$ cat src/rtl/data_ram_arbiter_pkg.sv
// Shared types and constants for the data RAM arbiter between the CPU data port and the loader/debug master.
package data_ram_arbiter_pkg;

   localparam int REG_BUS = 32;

   localparam logic CHIP_ENABLE   = 1'b1;
   localparam logic CHIP_DISABLE  = 1'b0;
   localparam logic WRITE_DISABLE = 1'b0;

   // Previous-cycle owner; encodings match ArbIdle / ArbM0 / ArbM1 in the SOPC defines.
   typedef enum logic [1:0] {
      S_IDLE = 2'b00,
      S_M0   = 2'b01,
      S_M1   = 2'b10
   } owner_t;

endpackage

$ cat src/rtl/data_ram_arb_ctrl.sv
// Round-robin grant logic with a bounded m1 lock: owner register, hold counter, grant decode.
//
// state  | meaning
// S_IDLE | nothing granted last cycle (also after reset)
// S_M0   | CPU data port granted last cycle
// S_M1   | loader/debug master granted last cycle
module data_ram_arb_ctrl
   import data_ram_arbiter_pkg::*;
#(
   parameter int MAX_HOLD = 8,
   parameter int HOLD_W   = 4
) (
   input  logic clk,
   input  logic rst,
   input  logic m0_req,
   input  logic m1_req,
   input  logic m1_lock,
   output logic gnt_m0,
   output logic gnt_m1
);

   localparam logic [HOLD_W-1:0] HOLD_MAX = HOLD_W'(MAX_HOLD);

   owner_t owner, owner_nxt;
   logic [HOLD_W-1:0] hold_cnt, hold_nxt;

   always_ff @(posedge clk) begin
      if (rst) begin
         owner    <= S_IDLE;
         hold_cnt <= '0;
      end else begin
         owner    <= owner_nxt;
         hold_cnt <= hold_nxt;
      end
   end

   always_comb begin
      owner_nxt = S_IDLE;
      if (gnt_m0)
         owner_nxt = S_M0;
      else if (gnt_m1)
         owner_nxt = S_M1;
      // hold only accumulates while m0 is actually waiting; an idle m0 leaves the lock unbounded
      hold_nxt = '0;
      if (gnt_m1 && m0_req)
         hold_nxt = (hold_cnt >= HOLD_MAX) ? HOLD_MAX : hold_cnt + 1'b1;
   end

   always_comb begin
      gnt_m0 = 1'b0;
      gnt_m1 = 1'b0;
      if (!rst) begin
         if (m0_req && m1_req) begin
            if (owner == S_M0 || (owner == S_M1 && m1_lock && hold_cnt < HOLD_MAX))
               gnt_m1 = 1'b1;
            else
               gnt_m0 = 1'b1;
         end else begin
            gnt_m0 = m0_req;
            gnt_m1 = m1_req;
         end
      end
   end

endmodule

$ cat src/rtl/data_ram_arbiter.sv
// Shares the single-port data_ram between the CPU data port (m0) and a loader/debug master (m1).
module data_ram_arbiter
   import data_ram_arbiter_pkg::*;
#(
   parameter int MAX_HOLD = 8,
   parameter int HOLD_W   = 4
) (
   input  logic               clk,
   input  logic               rst,
   input  logic               m0_ce_i,
   input  logic               m0_we_i,
   input  logic [REG_BUS-1:0] m0_addr_i,
   input  logic [3:0]         m0_sel_i,
   input  logic [REG_BUS-1:0] m0_data_i,
   output logic [REG_BUS-1:0] m0_data_o,
   output logic               m0_stall_o,
   input  logic               m1_req_i,
   input  logic               m1_we_i,
   input  logic [REG_BUS-1:0] m1_addr_i,
   input  logic [3:0]         m1_sel_i,
   input  logic [REG_BUS-1:0] m1_data_i,
   input  logic               m1_lock_i,
   output logic               m1_ack_o,
   output logic [REG_BUS-1:0] m1_data_o,
   output logic               ram_ce_o,
   output logic               ram_we_o,
   output logic [REG_BUS-1:0] ram_addr_o,
   output logic [3:0]         ram_sel_o,
   output logic [REG_BUS-1:0] ram_data_o,
   input  logic [REG_BUS-1:0] ram_data_i
);

   logic gnt_m0, gnt_m1;

   data_ram_arb_ctrl #(
      .MAX_HOLD (MAX_HOLD),
      .HOLD_W   (HOLD_W)
   ) u_ctrl (
      .clk     (clk),
      .rst     (rst),
      .m0_req  (m0_ce_i),
      .m1_req  (m1_req_i),
      .m1_lock (m1_lock_i),
      .gnt_m0  (gnt_m0),
      .gnt_m1  (gnt_m1)
   );

   // Grants are already zero during reset, so every output below collapses to 0 then.
   always_comb begin
      ram_ce_o   = CHIP_DISABLE;
      ram_we_o   = WRITE_DISABLE;
      ram_addr_o = '0;
      ram_sel_o  = '0;
      ram_data_o = '0;
      m0_data_o  = '0;
      m1_data_o  = '0;
      if (gnt_m0) begin
         ram_ce_o   = CHIP_ENABLE;
         ram_we_o   = m0_we_i;
         ram_addr_o = m0_addr_i;
         ram_sel_o  = m0_sel_i;
         ram_data_o = m0_data_i;
         m0_data_o  = ram_data_i;
      end else if (gnt_m1) begin
         ram_ce_o   = CHIP_ENABLE;
         ram_we_o   = m1_we_i;
         ram_addr_o = m1_addr_i;
         ram_sel_o  = m1_sel_i;
         ram_data_o = m1_data_i;
         m1_data_o  = ram_data_i;
      end
   end

   assign m0_stall_o = m0_ce_i & ~gnt_m0 & ~rst;
   assign m1_ack_o   = gnt_m1;

endmodule

$ cat config.mk
export PLATFORM = sky130hd
export DESIGN_NAME = data_ram_arbiter
export DESIGN_NICKNAME = d
export VERILOG_FILES = /design/src/rtl/data_ram_arbiter_pkg.sv /design/src/rtl/data_ram_arb_ctrl.sv /design/src/rtl/data_ram_arbiter.sv
export SDC_FILE = /design/constraint.sdc
export NUM_CORES = 1
export LEC_CHECK = 0
export BUFFER_PORTS_ARGS = -buffer_cell sky130_fd_sc_hd__buf_4
export CORE_AREA = 3 3 119 121
export CTS_CLUSTER_SIZE = 40
export DETAILED_ROUTE_END_ITERATION = 6
export DIE_AREA = 0 0 122 124
export GPL_TIMING_DRIVEN = 0
export MAX_ROUTING_LAYER = met4
export PLACE_DENSITY = 0.54
export SYNTH_ARGS = -nofsm -noshare
export SYNTH_HDL_FRONTEND = slang
export SYNTH_HIERARCHICAL = 1
export SYNTH_SLANG_ARGS = --single-unit
$ cat constraint.sdc
create_clock -name clk -period 4.1 [get_ports clk]
set_clock_uncertainty 0.05 [all_clocks]
set_input_delay 0.41 -clock clk [delete_from_list [all_inputs] [get_ports clk]]
set_output_delay 0.41 -clock clk [all_outputs]
set_load 0.01 [all_outputs]
==> metrics <==
status=finished clean; hold slack=between 300 and 400 ps; TNS Setup=0 ps; CP Data Arrival Time=2450 ps; Tmin final=slightly below 3000 ps; Synth Area per Inst=about 7.8 µm²; CTS buffer count=3; Post-synth EDFFs=0; initial antenna violation count=0; overall routed net length=between 10000 and 15000 µm; Core Rows=42; Hold Crit Class=in -> reg; synth unique cells=23; final core utilization=0.307; Layout area overhead=184%; ys flop type=dfxtp_1; Routed Antenna Nets=0; synth warn=6; syn_nets=361; CTS root buffer=clkbuf_16; maximum VDD drop=0.000121 V; gpl congestion=0.883; core area=roughly 13000 µm²; number of global-route vias before repair=about 2700; cell area after synthesis=around 1400 µm²; Worst Max-Slew Pin Slew=528 ps; final setup fails=0; Max Freq=roughly 340 MHz; number of post-CTS setup repair buffers=0; placed inst area=3970 µm²; final hold vios=0; cts repair resizes=0; Startpoint Class=flip-flop; Hold-fix buffers, CTS=0; Detailed Routing Iterations Pass 1=4; CTS tree=built; Setup CP Type=reg -> out; n_diodes=0; Top Ports=311; Final period util=0.710; Max clock buf depth=2; Chip Width=about 120 µm; unrepaired setup endpoints after global routing=false; Slew Viols, Final=0; vias per cell=~4.1; largest net degree at the start of global routing=11; Cells after Synth=184; dominant cell type by area after synthesis=a22o_1; global route overflow=0; # DRC=0; routed len/inst=16.6 µm; Die ar.=15100 µm²; CP Capture Type=output port; CP max FO=10; detailed placement HPWL=approximately 10000 µm; most frequent cell after synthesis=a22o_1; drt initial violations=136; NetSw=0.200 mW; total track usage=0.127; synth top area cells=a22o_1 42%, and2_1 28%, dfxtp_1 8.4%, buf_2 5.3%, nand4bb_4 1.9%; clock latency on the worst-skew pair=220 ps; Clock Pin Slew Worst Setup and Hold Paths=30 ps; combinational share of power=0.658; H-tree Lvls=1; Pint=around 0.43 mW; Clk pwr share=0.245; register area share after synthesis=0.0842; Leak Pwr=2.24 nW; share of the synthesized area in the top cell type=0.424; first-pass GRT wire length=14600 µm; share of layout cells above drive strength 1=0.670; clk sink count=6; Design Area, Final=4050 µm²; Switching Share=0.317; DR vias=between 2000 and 3000; final std cells w/o fill=slightly below 700; slew margin rel.=0.648; max cap viols=0; #FFs+latches synth=6; power per cell area=156 nW/µm²; Synth async-reset ratio=0; Port Buffers=310; layout net count=676; Critical Path RT=around 3600 ps; DIE HEIGHT=124 µm; Post-synth top cells=69 x a22o_1, 64 x and2_1, 15 x buf_2; part of the power in registers=0.098; Initial Util=0.108; Placed Instances=670
[flip-flops by register name, summed over array words and instances (netlist names)]
register and count:
u_ctrl/owner 2, u_ctrl/hold_cnt 4
[worst max-delay path, cell delays in order, from the launching register on]
cell and delay, ps:
dfxtp_1 340, nand4bb_4 270, a311oi_4 430, nor2b_1 220
buf_2 290, buf_2 310, a22o_1 220, buf_4 140
[path summary, 6_finish.rpt]
check,cells after the start,end,start,slack [ps]
max,7,ram_sel_o[3],u_ctrl/hold_cnt[3]$_SDFF_PP0_,1190
min reg2reg,2,u_ctrl/owner[1]$_SDFF_PP0_,u_ctrl/owner[1]$_SDFF_PP0_,530
min,2,u_ctrl/owner[0]$_SDFF_PP0_,rst,350
max reg2reg,3,u_ctrl/hold_cnt[2]$_SDFF_PP0_,u_ctrl/hold_cnt[3]$_SDFF_PP0_,2700
[cell usage in the layout (no fill, tap or decap)]
| master | netlist | layout |
|---|---|---|
| ha_1 | 2 | 2 |
| nand4_1 | 1 | 1 |
| and2_1 | 64 | 64 |
| nor3b_1 | 1 | 1 |
| nand2b_1 | 1 | 1 |
| nand2_1 | 1 | 1 |
| and3_2 | 1 | 1 |
| buf_4 | 0 | 310 |
| or2_2 | 1 | 1 |
| nor2_1 | 1 | 1 |
| inv_1 | 3 | 3 |
| and3_1 | 1 | 1 |
| clkbuf_16 | 0 | 3 |
| a22o_1 | 69 | 69 |
| buf_2 | 15 | 15 |
| nor2b_1 | 1 | 1 |
| a311oi_1 | 1 | 1 |
| a21oi_1 | 2 | 2 |
| nand4bb_4 | 1 | 1 |
| a31o_2 | 1 | 1 |
| a311oi_4 | 1 | 1 |
| dfxtp_1 | 6 | 6 |
| xor2_1 | 1 | 1 |
| clkbuf_1 | 7 | 7 |
| and4b_1 | 2 | 2 |
[per-layer routing]
layer | GRT usage | vias to the layer above | wire [µm]
li1 | - | 1315 | -
met1 | 0.157 | 1259 | 4370
met2 | 0.218 | 195 | 5480
met3 | 0.0263 | 8 | 1250
met4 | 0.0196 | 0 | 102
met5 | - | - | 0
[stage by stage]
step | power (mW) | worst slack (ps)
after global placement | 0.480 | 1250
after floorplan | 0.202 | 1940
after CTS | 0.642 | 1090
after detailed placement | 0.483 | 1310
final | 0.632 | 1190
after global routing | 0.672 | 946
[kinds of logic (layout without fill, tap and decap cells)]
| family | after synthesis | after routing | synth area share |
|---|---|---|---|
| fa+ha+maj | 2 | 2 | 0.0175 |
| compound gates | 74 | 74 | 0.461 |
| simple gates | 76 | 76 | 0.352 |
| buf+inv | 25 | 338 | 0.0789 |
| flops | 6 | 6 | 0.0842 |
| xor+xnor | 1 | 1 | 0.00614 |
[cell type report]
type	count	area (µm²)
plain buffers	22	101
fillers	1420	9140
repair buffers	310	2330
inverters	3	11.3
clock buffers	3	75.1
well taps	176	220
flip-flops and latches	6	120
multi-input cells	153	1190
[power groups by stage]
stage                     combinational [mW]  clock [mW]  sequential [mW]
after floorplan                        0.140           0           0.0622
after global placement                 0.418           0           0.0624
after detailed placement               0.420           0           0.0626
after CTS                              0.421       0.159           0.0618
after global routing                   0.446       0.165           0.0619
final                                  0.416       0.155           0.0617
No activity file was read; power rests on OpenSTA's default activity.
